[config.mk]
export PLATFORM = sky130hd
export DESIGN_NAME = rename_stage
export DESIGN_NICKNAME = d
export VERILOG_FILES = /design/src/rtl/rename_stage_pkg.sv /design/src/rtl/rename_stage_free_list.sv /design/src/rtl/rename_stage.sv
export SDC_FILE = /design/constraint.sdc
export NUM_CORES = 2
export LEC_CHECK = 0
export CORE_MARGIN = 4
export CORE_UTILIZATION = 35
export CTS_CLUSTER_SIZE = 8
export DETAILED_ROUTE_END_ITERATION = 8
export PLACE_DENSITY_LB_ADDON = 0.05
export SLEW_MARGIN = 20
export SYNTH_ARGS = -nofsm -noshare
export SYNTH_HDL_FRONTEND = slang
export SYNTH_SLANG_ARGS = --single-unit
[constraint.sdc]
create_clock -name clk -period 24.8 [get_ports clk]
set_input_delay 7.44 -clock clk [delete_from_list [all_inputs] [get_ports clk]]
set_output_delay 7.44 -clock clk [all_outputs]
set_load 0.02 [all_outputs]
[src/rtl/rename_stage_pkg.sv]
// Shared types for the rename stage: decoded/renamed instruction record, sizes, and
// the predicate deciding whether an instruction needs a new destination register.
package rename_stage_pkg;

   localparam int ARCH_REGS = 32;
   localparam int PHY_REGS  = 64;
   localparam int PHY_WIDTH = 6;

   typedef enum logic [2:0] {
      OP_ALU, OP_ALUI, OP_LOAD, OP_STORE, OP_BRANCH, OP_JAL
   } opcode_t;

   typedef struct packed {
      logic                 valid;
      opcode_t              opcode;
      logic [4:0]           rd;
      logic [4:0]           rs1;
      logic [4:0]           rs2;
      logic [31:0]          pc;
      logic [PHY_WIDTH-1:0] prd;
      logic [PHY_WIDTH-1:0] prs1;
      logic [PHY_WIDTH-1:0] prs2;
      logic [PHY_WIDTH-1:0] old_prd;
   } instr_t;

   function automatic logic writes_rd(input instr_t x);
      return x.valid && (x.rd != 5'd0) && (x.opcode != OP_STORE) && (x.opcode != OP_BRANCH);
   endfunction

endpackage

[src/rtl/rename_stage_free_list.sv]
// Circular free list, 2-pop (speculative head) / 2-push (commit tail); head data is combinational,
// pointer updates take effect next cycle; flush rewinds the speculative head to the committed head.
module rename_free_list
   import rename_stage_pkg::*;
#(
   parameter int DEPTH = PHY_REGS,
   parameter int AW    = PHY_WIDTH
) (
   input  logic          clk,
   input  logic          rst,
   input  logic          flush,
   input  logic [1:0]    pop_cnt,
   input  logic          push_0,
   input  logic          push_1,
   input  logic [AW-1:0] push_dat_0,
   input  logic [AW-1:0] push_dat_1,
   output logic [AW-1:0] head_dat_0,
   output logic [AW-1:0] head_dat_1,
   output logic [AW:0]   free_cnt
);

   localparam logic [AW:0] FREE_MAX = (AW+1)'(DEPTH - ARCH_REGS);

   logic [AW-1:0] mem [DEPTH];
   logic [AW:0]   spec_head;
   logic [AW:0]   commit_head;
   logic [AW:0]   tail;
   logic [AW:0]   tail_1;
   logic [AW:0]   commit_head_nxt;
   logic [AW-1:0] head_idx_1;
   logic [1:0]    push_cnt;

   assign push_cnt        = {1'b0, push_0} + {1'b0, push_1};
   // Every commit consumes one entry that was allocated at the committed head.
   assign commit_head_nxt = commit_head + (AW+1)'(push_cnt);
   assign tail_1          = push_0 ? tail + (AW+1)'(1) : tail;
   assign head_idx_1      = spec_head[AW-1:0] + AW'(1);
   assign head_dat_0      = mem[spec_head[AW-1:0]];
   assign head_dat_1      = mem[head_idx_1];
   assign free_cnt        = tail - spec_head;

   always_ff @(posedge clk or negedge rst) begin
      if (!rst) begin
         for (int i = 0; i < DEPTH; i++) begin
            mem[i] <= AW'(ARCH_REGS + i);
         end
         spec_head   <= '0;
         commit_head <= '0;
         tail        <= FREE_MAX;
      end else begin
         if (push_0) mem[tail[AW-1:0]]   <= push_dat_0;
         if (push_1) mem[tail_1[AW-1:0]] <= push_dat_1;
         tail        <= tail + (AW+1)'(push_cnt);
         commit_head <= commit_head_nxt;
         spec_head   <= flush ? commit_head_nxt : spec_head + (AW+1)'(pop_cnt);
      end
   end

   always @(posedge clk) begin
      if (rst) begin
         assert (free_cnt <= FREE_MAX);
         assert ((spec_head - commit_head) <= FREE_MAX);
      end
   end

endmodule

[src/rtl/rename_stage.sv]
// 2-wide rename: speculative/committed RATs plus free list; renamed pair registered (latency 1).
// Pair is accepted all-or-nothing; stall_dispatch holds the output register and blocks acceptance.
module rename_stage
   import rename_stage_pkg::*;
(
   input  logic                 clk,
   input  logic                 rst,
   input  logic                 flush,
   input  logic                 stall_dispatch,
   input  instr_t               decode_instruction_0,
   input  instr_t               decode_instruction_1,
   output logic                 rename_ready,
   output instr_t               rename_instruction_0,
   output instr_t               rename_instruction_1,
   output logic                 alloc_valid_0,
   output logic                 alloc_valid_1,
   output logic [PHY_WIDTH-1:0] alloc_prd_0,
   output logic [PHY_WIDTH-1:0] alloc_prd_1,
   input  logic                 commit_valid_0,
   input  logic                 commit_valid_1,
   input  logic [4:0]           commit_rd_0,
   input  logic [4:0]           commit_rd_1,
   input  logic [PHY_WIDTH-1:0] commit_prd_0,
   input  logic [PHY_WIDTH-1:0] commit_prd_1,
   input  logic [PHY_WIDTH-1:0] commit_old_prd_0,
   input  logic [PHY_WIDTH-1:0] commit_old_prd_1
);

   typedef logic [PHY_WIDTH-1:0] preg_t;

   preg_t            spec_rat       [ARCH_REGS];
   preg_t            commit_rat     [ARCH_REGS];
   preg_t            commit_rat_nxt [ARCH_REGS];
   logic             wr_0, wr_1, accept;
   logic [1:0]       need;
   logic [PHY_WIDTH:0] free_cnt;
   preg_t            free_0, free_1, prd_0, prd_1;
   instr_t           ren_0, ren_1;

   assign wr_0         = writes_rd(decode_instruction_0);
   assign wr_1         = writes_rd(decode_instruction_1);
   assign need         = {1'b0, wr_0} + {1'b0, wr_1};
   assign rename_ready = !flush && !stall_dispatch && (free_cnt >= (PHY_WIDTH+1)'(need));
   assign accept       = rename_ready && (decode_instruction_0.valid || decode_instruction_1.valid);
   assign prd_0        = free_0;
   assign prd_1        = wr_0 ? free_1 : free_0;

   assign alloc_valid_0 = accept && wr_0;
   assign alloc_valid_1 = accept && wr_1;
   assign alloc_prd_0   = prd_0;
   assign alloc_prd_1   = prd_1;

   rename_free_list u_free_list (
      .clk        (clk),
      .rst        (rst),
      .flush      (flush),
      .pop_cnt    (accept ? need : 2'd0),
      .push_0     (commit_valid_0),
      .push_1     (commit_valid_1),
      .push_dat_0 (commit_old_prd_0),
      .push_dat_1 (commit_old_prd_1),
      .head_dat_0 (free_0),
      .head_dat_1 (free_1),
      .free_cnt   (free_cnt)
   );

   // Younger instruction sees the older one's new destination, not the stale RAT entry.
   always_comb begin
      ren_0         = decode_instruction_0;
      ren_0.prs1    = spec_rat[decode_instruction_0.rs1];
      ren_0.prs2    = spec_rat[decode_instruction_0.rs2];
      ren_0.old_prd = spec_rat[decode_instruction_0.rd];
      ren_0.prd     = wr_0 ? prd_0 : '0;
      ren_1         = decode_instruction_1;
      ren_1.prs1    = (wr_0 && decode_instruction_1.rs1 == decode_instruction_0.rd)
                      ? prd_0 : spec_rat[decode_instruction_1.rs1];
      ren_1.prs2    = (wr_0 && decode_instruction_1.rs2 == decode_instruction_0.rd)
                      ? prd_0 : spec_rat[decode_instruction_1.rs2];
      ren_1.old_prd = (wr_0 && decode_instruction_1.rd == decode_instruction_0.rd)
                      ? prd_0 : spec_rat[decode_instruction_1.rd];
      ren_1.prd     = wr_1 ? prd_1 : '0;
   end

   always_comb begin
      commit_rat_nxt = commit_rat;
      if (commit_valid_0 && commit_rd_0 != 5'd0) commit_rat_nxt[commit_rd_0] = commit_prd_0;
      if (commit_valid_1 && commit_rd_1 != 5'd0) commit_rat_nxt[commit_rd_1] = commit_prd_1;
   end

   always_ff @(posedge clk or negedge rst) begin
      if (!rst) begin
         for (int i = 0; i < ARCH_REGS; i++) begin
            spec_rat[i]   <= preg_t'(i);
            commit_rat[i] <= preg_t'(i);
         end
      end else begin
         commit_rat <= commit_rat_nxt;
         if (flush) begin
            spec_rat <= commit_rat_nxt;
         end else if (accept) begin
            if (wr_0) spec_rat[decode_instruction_0.rd] <= prd_0;
            if (wr_1) spec_rat[decode_instruction_1.rd] <= prd_1;
         end
      end
   end

   always_ff @(posedge clk or negedge rst) begin
      if (!rst) begin
         rename_instruction_0 <= '0;
         rename_instruction_1 <= '0;
      end else if (flush) begin
         rename_instruction_0.valid <= 1'b0;
         rename_instruction_1.valid <= 1'b0;
      end else if (!stall_dispatch) begin
         if (accept) begin
            rename_instruction_0 <= ren_0;
            rename_instruction_1 <= ren_1;
         end else begin
            rename_instruction_0.valid <= 1'b0;
            rename_instruction_1.valid <= 1'b0;
         end
      end
   end

endmodule

After elaboration in Yosys (flattened, before gate mapping)
Cells that the tools add are included.
- multiplexer cells: 69
- add/sub/neg operators: 8
- order comparisons: 19
- reduce and logical (&&, ||, !) cells: 31
- bitwise operators: 14
- equal/unequal tests: 8
- operators by type and width (cell ; count):
    2-to-1 mux 192 bit ; 8
    bitwise mux 192 bit ; 4
    bitwise mux 384 bit ; 2
    2-to-1 mux 384 bit ; 2
    binary-select mux 6 bit (select 5 bit) ; 6
    2-to-1 mux 6 bit ; 29
    2-to-1 mux 75 bit ; 2
    2-to-1 mux 74 bit ; 2
    demux 6 bit (select 5 bit) ; 4
    binary-select mux 6 bit (select 6 bit) ; 2
    demux 6 bit (select 6 bit) ; 2
    greater-or-equal comparator 6 bit, second input constant ; 8
    NOT 5 -> 6 bit ; 8
    greater-or-equal comparator 7 bit, second input constant ; 4
    NOT 6 -> 7 bit ; 4
    < comparator 6 x 1 -> 1 bit, second input constant ; 4
    logical AND 1 bit ; 22
    adder 7 x 2 -> 7 bit ; 3
    nonzero test 5 bit ; 4
    equality test 5 bit ; 3
    < comparator 7 x 1 -> 1 bit, second input constant ; 2
    adder 6 x 1 -> 6 bit, second input constant ; 2
    greater-or-equal comparator 7 x 2 -> 1 bit ; 1
    2-to-1 mux 7 bit ; 1
    12 further kinds ; 20
- output and inout bits: 165
- logic and storage cells: 300
- register bits after elaboration: 939
- bits of input ports: 190

Depth between registers and ports, before layout
- depth after elaboration: 14
- depth in mapped cells: 22
- depth with buffers taken out: 17

Cells and area by module
A second synthesis with hierarchy kept.
- cells, all modules: 6395
- area total of the unflattened synthesis: 64194.1 µm²
- modules (own cells, without submodules) (module ; times used ; cells each ; area each (µm²)):
    rename_stage ; 1 ; 3874 ; 37917.6
    rename_free_list ; 1 ; 2521 ; 26276.5

Worst setup path before layout
OpenSTA, ideal clock, no wires.
- path kind: in2out
- start point: in decode_instruction_1[66] (netlist name)
- end point: out alloc_valid_0
- stages: 14
- slack: 6.419 ns
- arrival: 10.941 ns
- buffers on the path: 4
- cell sequence: buf_1 -> buf_2 -> buf_2 -> nor2_1 -> a21oi_1 -> ha_1 -> ha_1 -> nand2b_1 -> a211o_1 -> a21oi_1 -> nand3_1 -> o21ai_1 -> clkbuf_1 -> nor2_1
- cells in the longest elaborated chain, start to end: 9
- ends and longest elaborated chain (item ; RTL line ; source):
    start: declaration ; rename_stage.sv:11 ; input instr_t decode_instruction_1,
    nonzero test 5 bit ; rename_stage_pkg.sv:27 ; return x.valid && (x.rd != 5'd0) && (x.opcode != OP_STORE) && (x.opcode != OP_BRANCH);
    logical AND 1 bit (3 in a row) ; rename_stage_pkg.sv:27 ;
    adder 1 x 1 -> 2 bit ; rename_stage.sv:42 ; assign need = {1'b0, wr_0} + {1'b0, wr_1};
    greater-or-equal comparator 7 x 2 -> 1 bit ; rename_stage.sv:43 ; assign rename_ready = !flush && !stall_dispatch && (free_cnt >= (PHY_WIDTH+1)'(need));
    logical AND 1 bit ; rename_stage.sv:43 ;
    logical AND 1 bit ; rename_stage.sv:44 ; assign accept = rename_ready && (decode_instruction_0.valid || decode_instruction_1.valid);
    logical AND 1 bit ; rename_stage.sv:48 ; assign alloc_valid_0 = accept && wr_0;
    end: declaration ; rename_stage.sv:15 ; output logic alloc_valid_0,
Every way passes these cells.

Final worst setup path
- start point: in decode_instruction_1[69] (netlist name)
- end point: out alloc_valid_0
The elaborated chain is that of the path after synthesis.

==> run_results.csv <==
group,metric,value,unit
floorplanning,die_w,435,um
cells_and_area,most-common-layout-cells,"1,049 x sky130_fd_sc_hd__nand2_1, 674 x sky130_fd_sc_hd__mux2i_1, 584 x sky130_fd_sc_hd__dfrtp_1",
sta,min_period_over_period,77.6,%
floorplanning,coreArea,0.181,sq mm
critical_path,worst_ep_required_time,17.36,ns
cells_and_area,syn_to_final_growth,13.8,%
sta,max_freq,51.9,MHz
detailed_routing,detail_route.drc_violations,0,
detailed_routing,antenna_left,0,
logic_synthesis,yosys.cell_types.count,84,
clock_network,postCtsSetupRepairBufs,0,
critical_path,timing.critical_path.from_type,"input port",
critical_path,crit_arrival,11.81,ns
placement,place.gp.congestion,0.971,
clock_network,clock_path_buffers,3,
logic_synthesis,ys_warn_count,0,
grt,grt.overflow.total,0,
logic_synthesis,synth_fp_nets,6573,
detailed_routing,drtIter0Drc,5671,
sta,rsz0062_at_grt,"no",
floorplanning,io_pins,355,
floorplanning,floorplan.rows,156,
detailed_routing,drt_pre_antenna_iters,8,
clock_network,worst_skew_pair.late_latency,0.79,ns
logic_synthesis,ys.flop_type,"sky130_fd_sc_hd__dfrtp_1",
sta,final-max-slew-violation-count,0,
clock_network,post_cts.resized_instances,0,
critical_path,worstSetupPathType,"input port to output pin",
pwr,peakVddDrop,0.110,mV
logic_synthesis,postSynth.asyncResetShare,100,%
sta,final.setup.tns,0,ns
grt,grt_pass1_wl,421000,um
floorplanning,initial_core_util,35.2,%
cells_and_area,area.sequential,0.0239,sq mm
grt,gr-max-usage-layer,"met2",
grt,global_route_met1_usage,39.2,%
sta,maxSlewHeadroom,17.5,%
sta,report.final.hold_viol_count,0,
pwr,power_density,125,mW/mm^2
grt,grt_start_max_net_pins,162,
sta,worst-slew-pin-transition,1.22,ns
sta,hold-worst-slack,0.371,ns
detailed_routing,wl_cell,33.9,um
critical_path,critPathMaxFanout,21,
clock_network,cts_hold_fix_bufs,0,
cells_and_area,post-route-util,40.1,%
grt,grt_antenna_before_repair,3,
detailed_routing,drt-total-wl,299000,um
floorplanning,dieHeight,435,um
clock_network,number_of_levels_the_h_tree_was_split_into,4,
placement,numPortBuffers,306,
grt,globalRouteMet2Util,49.6,%
clock_network,clock-sinks,939,
logic_synthesis,ys_ff_latch,939,
clock_network,tritoncts,"yes",
critical_path,endpoint_kind,"output pin",
logic_synthesis,synth-edff-count,0,
placement,place.detailed.hpwl,201000,um
floorplanning,die_area,0.189,sq mm
logic_synthesis,mean_cell_area_of_the_mapped_netlist,10.0,sq um
logic_synthesis,synthesis.area,0.0638,sq mm
status,run_status,"completed",
detailed_routing,vias,54300,
clock_network,clock_tree.root_cell,"sky130_fd_sc_hd__clkbuf_16",
clock_network,cts_inserted_buffers,137,
cells_and_area,layout.cells.most_common,"sky130_fd_sc_hd__nand2_1",
placement,pre_cts_slack,5.51,ns
cells_and_area,post_route_cells_drive_above_1_share,20.6,%
cells_and_area,filler_cells,17800,
cells_and_area,multi_input_area,0.0371,sq mm
logic_synthesis,netlist_instances,6361,
sta,layout_setup_ws,5.55,ns
pwr,total_leakage_power,30.0,nW
sta,finalSetupViolCount,0,
sta,worst_clock_skew,0.0362,ns
logic_synthesis,synth_seq_area_share,37.5,%
grt,grt.met3_usage,5.72,%
min_path,hold_class,"flip-flop to flip-flop",
grt,track_usage,30.8,%
grt,vias_in_the_first_global_route,52500,
clock_network,path_clk_slew,0.05,ns
flow_run,cap_viol_max_count,0,
detailed_routing,post_dr_vias_cell,6.17,
sta,finalWorstPathRequiredPeriod,19.25,ns
cells_and_area,finalNetCount,6532,
metal layers:
metal | vias to the layer above | part of all wire, % | routed length (um)
met5 | - | 0 | 0
met4 | 0 | 6.5 | 19400
met3 | 707 | 7.0 | 21000
met2 | 2486 | 47 | 140000
met1 | 27800 | 40 | 118000
li1 | 23300 | - | -
cells by family after synthesis:
group	Yosys count	share of synthesized area [%]
multiplexers	1227	29.3
AO/OA/AOI/OAI	1460	14.8
adder cells (fa/ha/maj)	22	0.478
flip-flops	939	37.5
buffers and inverters	784	4.95
XOR/XNOR	45	0.629
AND/OR/NAND/NOR	1884	12.3
path summary, 6_finish.rpt:
kind	slack (ns)	endpoint	depth (start not counted)	start
setup / recovery	5.55	alloc_valid_0	14	decode_instruction_1[69]
hold / removal	0.37	commit_rat[190]	0	commit_rat[190]
setup reg to reg	18.53	spec_rat[122]	13	u_free_list.spec_head[1]
hold reg to reg	0.37	commit_rat[190]	0	commit_rat[190]
max in group asynchronous	14.97	rename_instruction_0[33]	4	rst
min in group asynchronous	6.72	commit_rat[59]	1	rst
cells in the mapped netlist, drive strengths merged, types with 31 or more instances:
library cell	instances	area [sq um]
a2111oi	32	280
mux2i	674	6750
dfstp	353	9280
mux4	507	11400
buf	163	827
clkbuf	474	1780
nor2	510	1920
mux2	46	518
dfrtp	586	14700
a22oi	63	473
a21oi	275	1380
inv	141	529
a211o	155	1360
o211ai	31	233
o221ai	34	304
a211oi	97	758
nor2b	65	407
o21ai	523	2620
nand2	1050	3940
o31ai	120	901
nand3	65	325
stage by stage:
| step | cell area (sq um) | power [W] | cells |
|---|---|---|---|
| final | 72600 | 0.00908 | 8796 |
| after global routing | 72600 | 0.00944 | 8793 |
| after floorplan | 63800 | 0.00523 | 6361 |
| after detailed placement | 68600 | 0.00722 | 8551 |
| after CTS | 72600 | 0.00909 | 8793 |
| after global placement | 68600 | 0.00718 | 8551 |
worst max-delay path, cell delays in order:
cell and delay (ns):
sky130_fd_sc_hd__clkdlybuf4s50_1 0.40, sky130_fd_sc_hd__buf_4 0.24, sky130_fd_sc_hd__nor3_1 0.80, sky130_fd_sc_hd__a21oi_1 0.32, sky130_fd_sc_hd__ha_1 0.38, sky130_fd_sc_hd__ha_1 0.29
sky130_fd_sc_hd__nand2b_1 0.14, sky130_fd_sc_hd__a211o_1 0.28, sky130_fd_sc_hd__a21oi_1 0.17, sky130_fd_sc_hd__nand3_1 0.23, sky130_fd_sc_hd__o21ai_4 0.26, sky130_fd_sc_hd__nor2_1 0.07
sky130_fd_sc_hd__buf_4 0.21, sky130_fd_sc_hd__clkdlybuf4s50_1 0.56
registers in the layout, indices dropped and copies added (netlist names):
register	cells
u_free_list.spec_head	7
rename_instruction_1	75
u_free_list.commit_head	7
u_free_list.mem	384
u_free_list.tail	7
spec_rat	192
rename_instruction_0	75
commit_rat	192
cell type report:
| cell class | count | share of cell area (%) |
|---|---|---|
| diodes | 3 | 0.0103 |
| clock buffers | 233 | 5.36 |
| clock inverters | 9 | 0.150 |
| inverters | 147 | 0.760 |
| multi-input cells | 4638 | 51.0 |
| flip-flops and latches | 939 | 33.0 |
| well taps | 2370 | 4.08 |
| repair buffers | 457 | 5.66 |
where the power goes:
part / leakage [nW] / total (W) / internal, W / switching [W]
Clock: 1.91 / 0.00182 / 0.00106 / 0.000760
Combinational: 17.0 / 0.00435 / 0.00171 / 0.00264
Sequential: 11.1 / 0.00291 / 0.00224 / 0.000674
Total: 30.0 / 0.00908 / 0.00501 / 0.00407
Note: power is estimated with default switching activity, not from simulation.
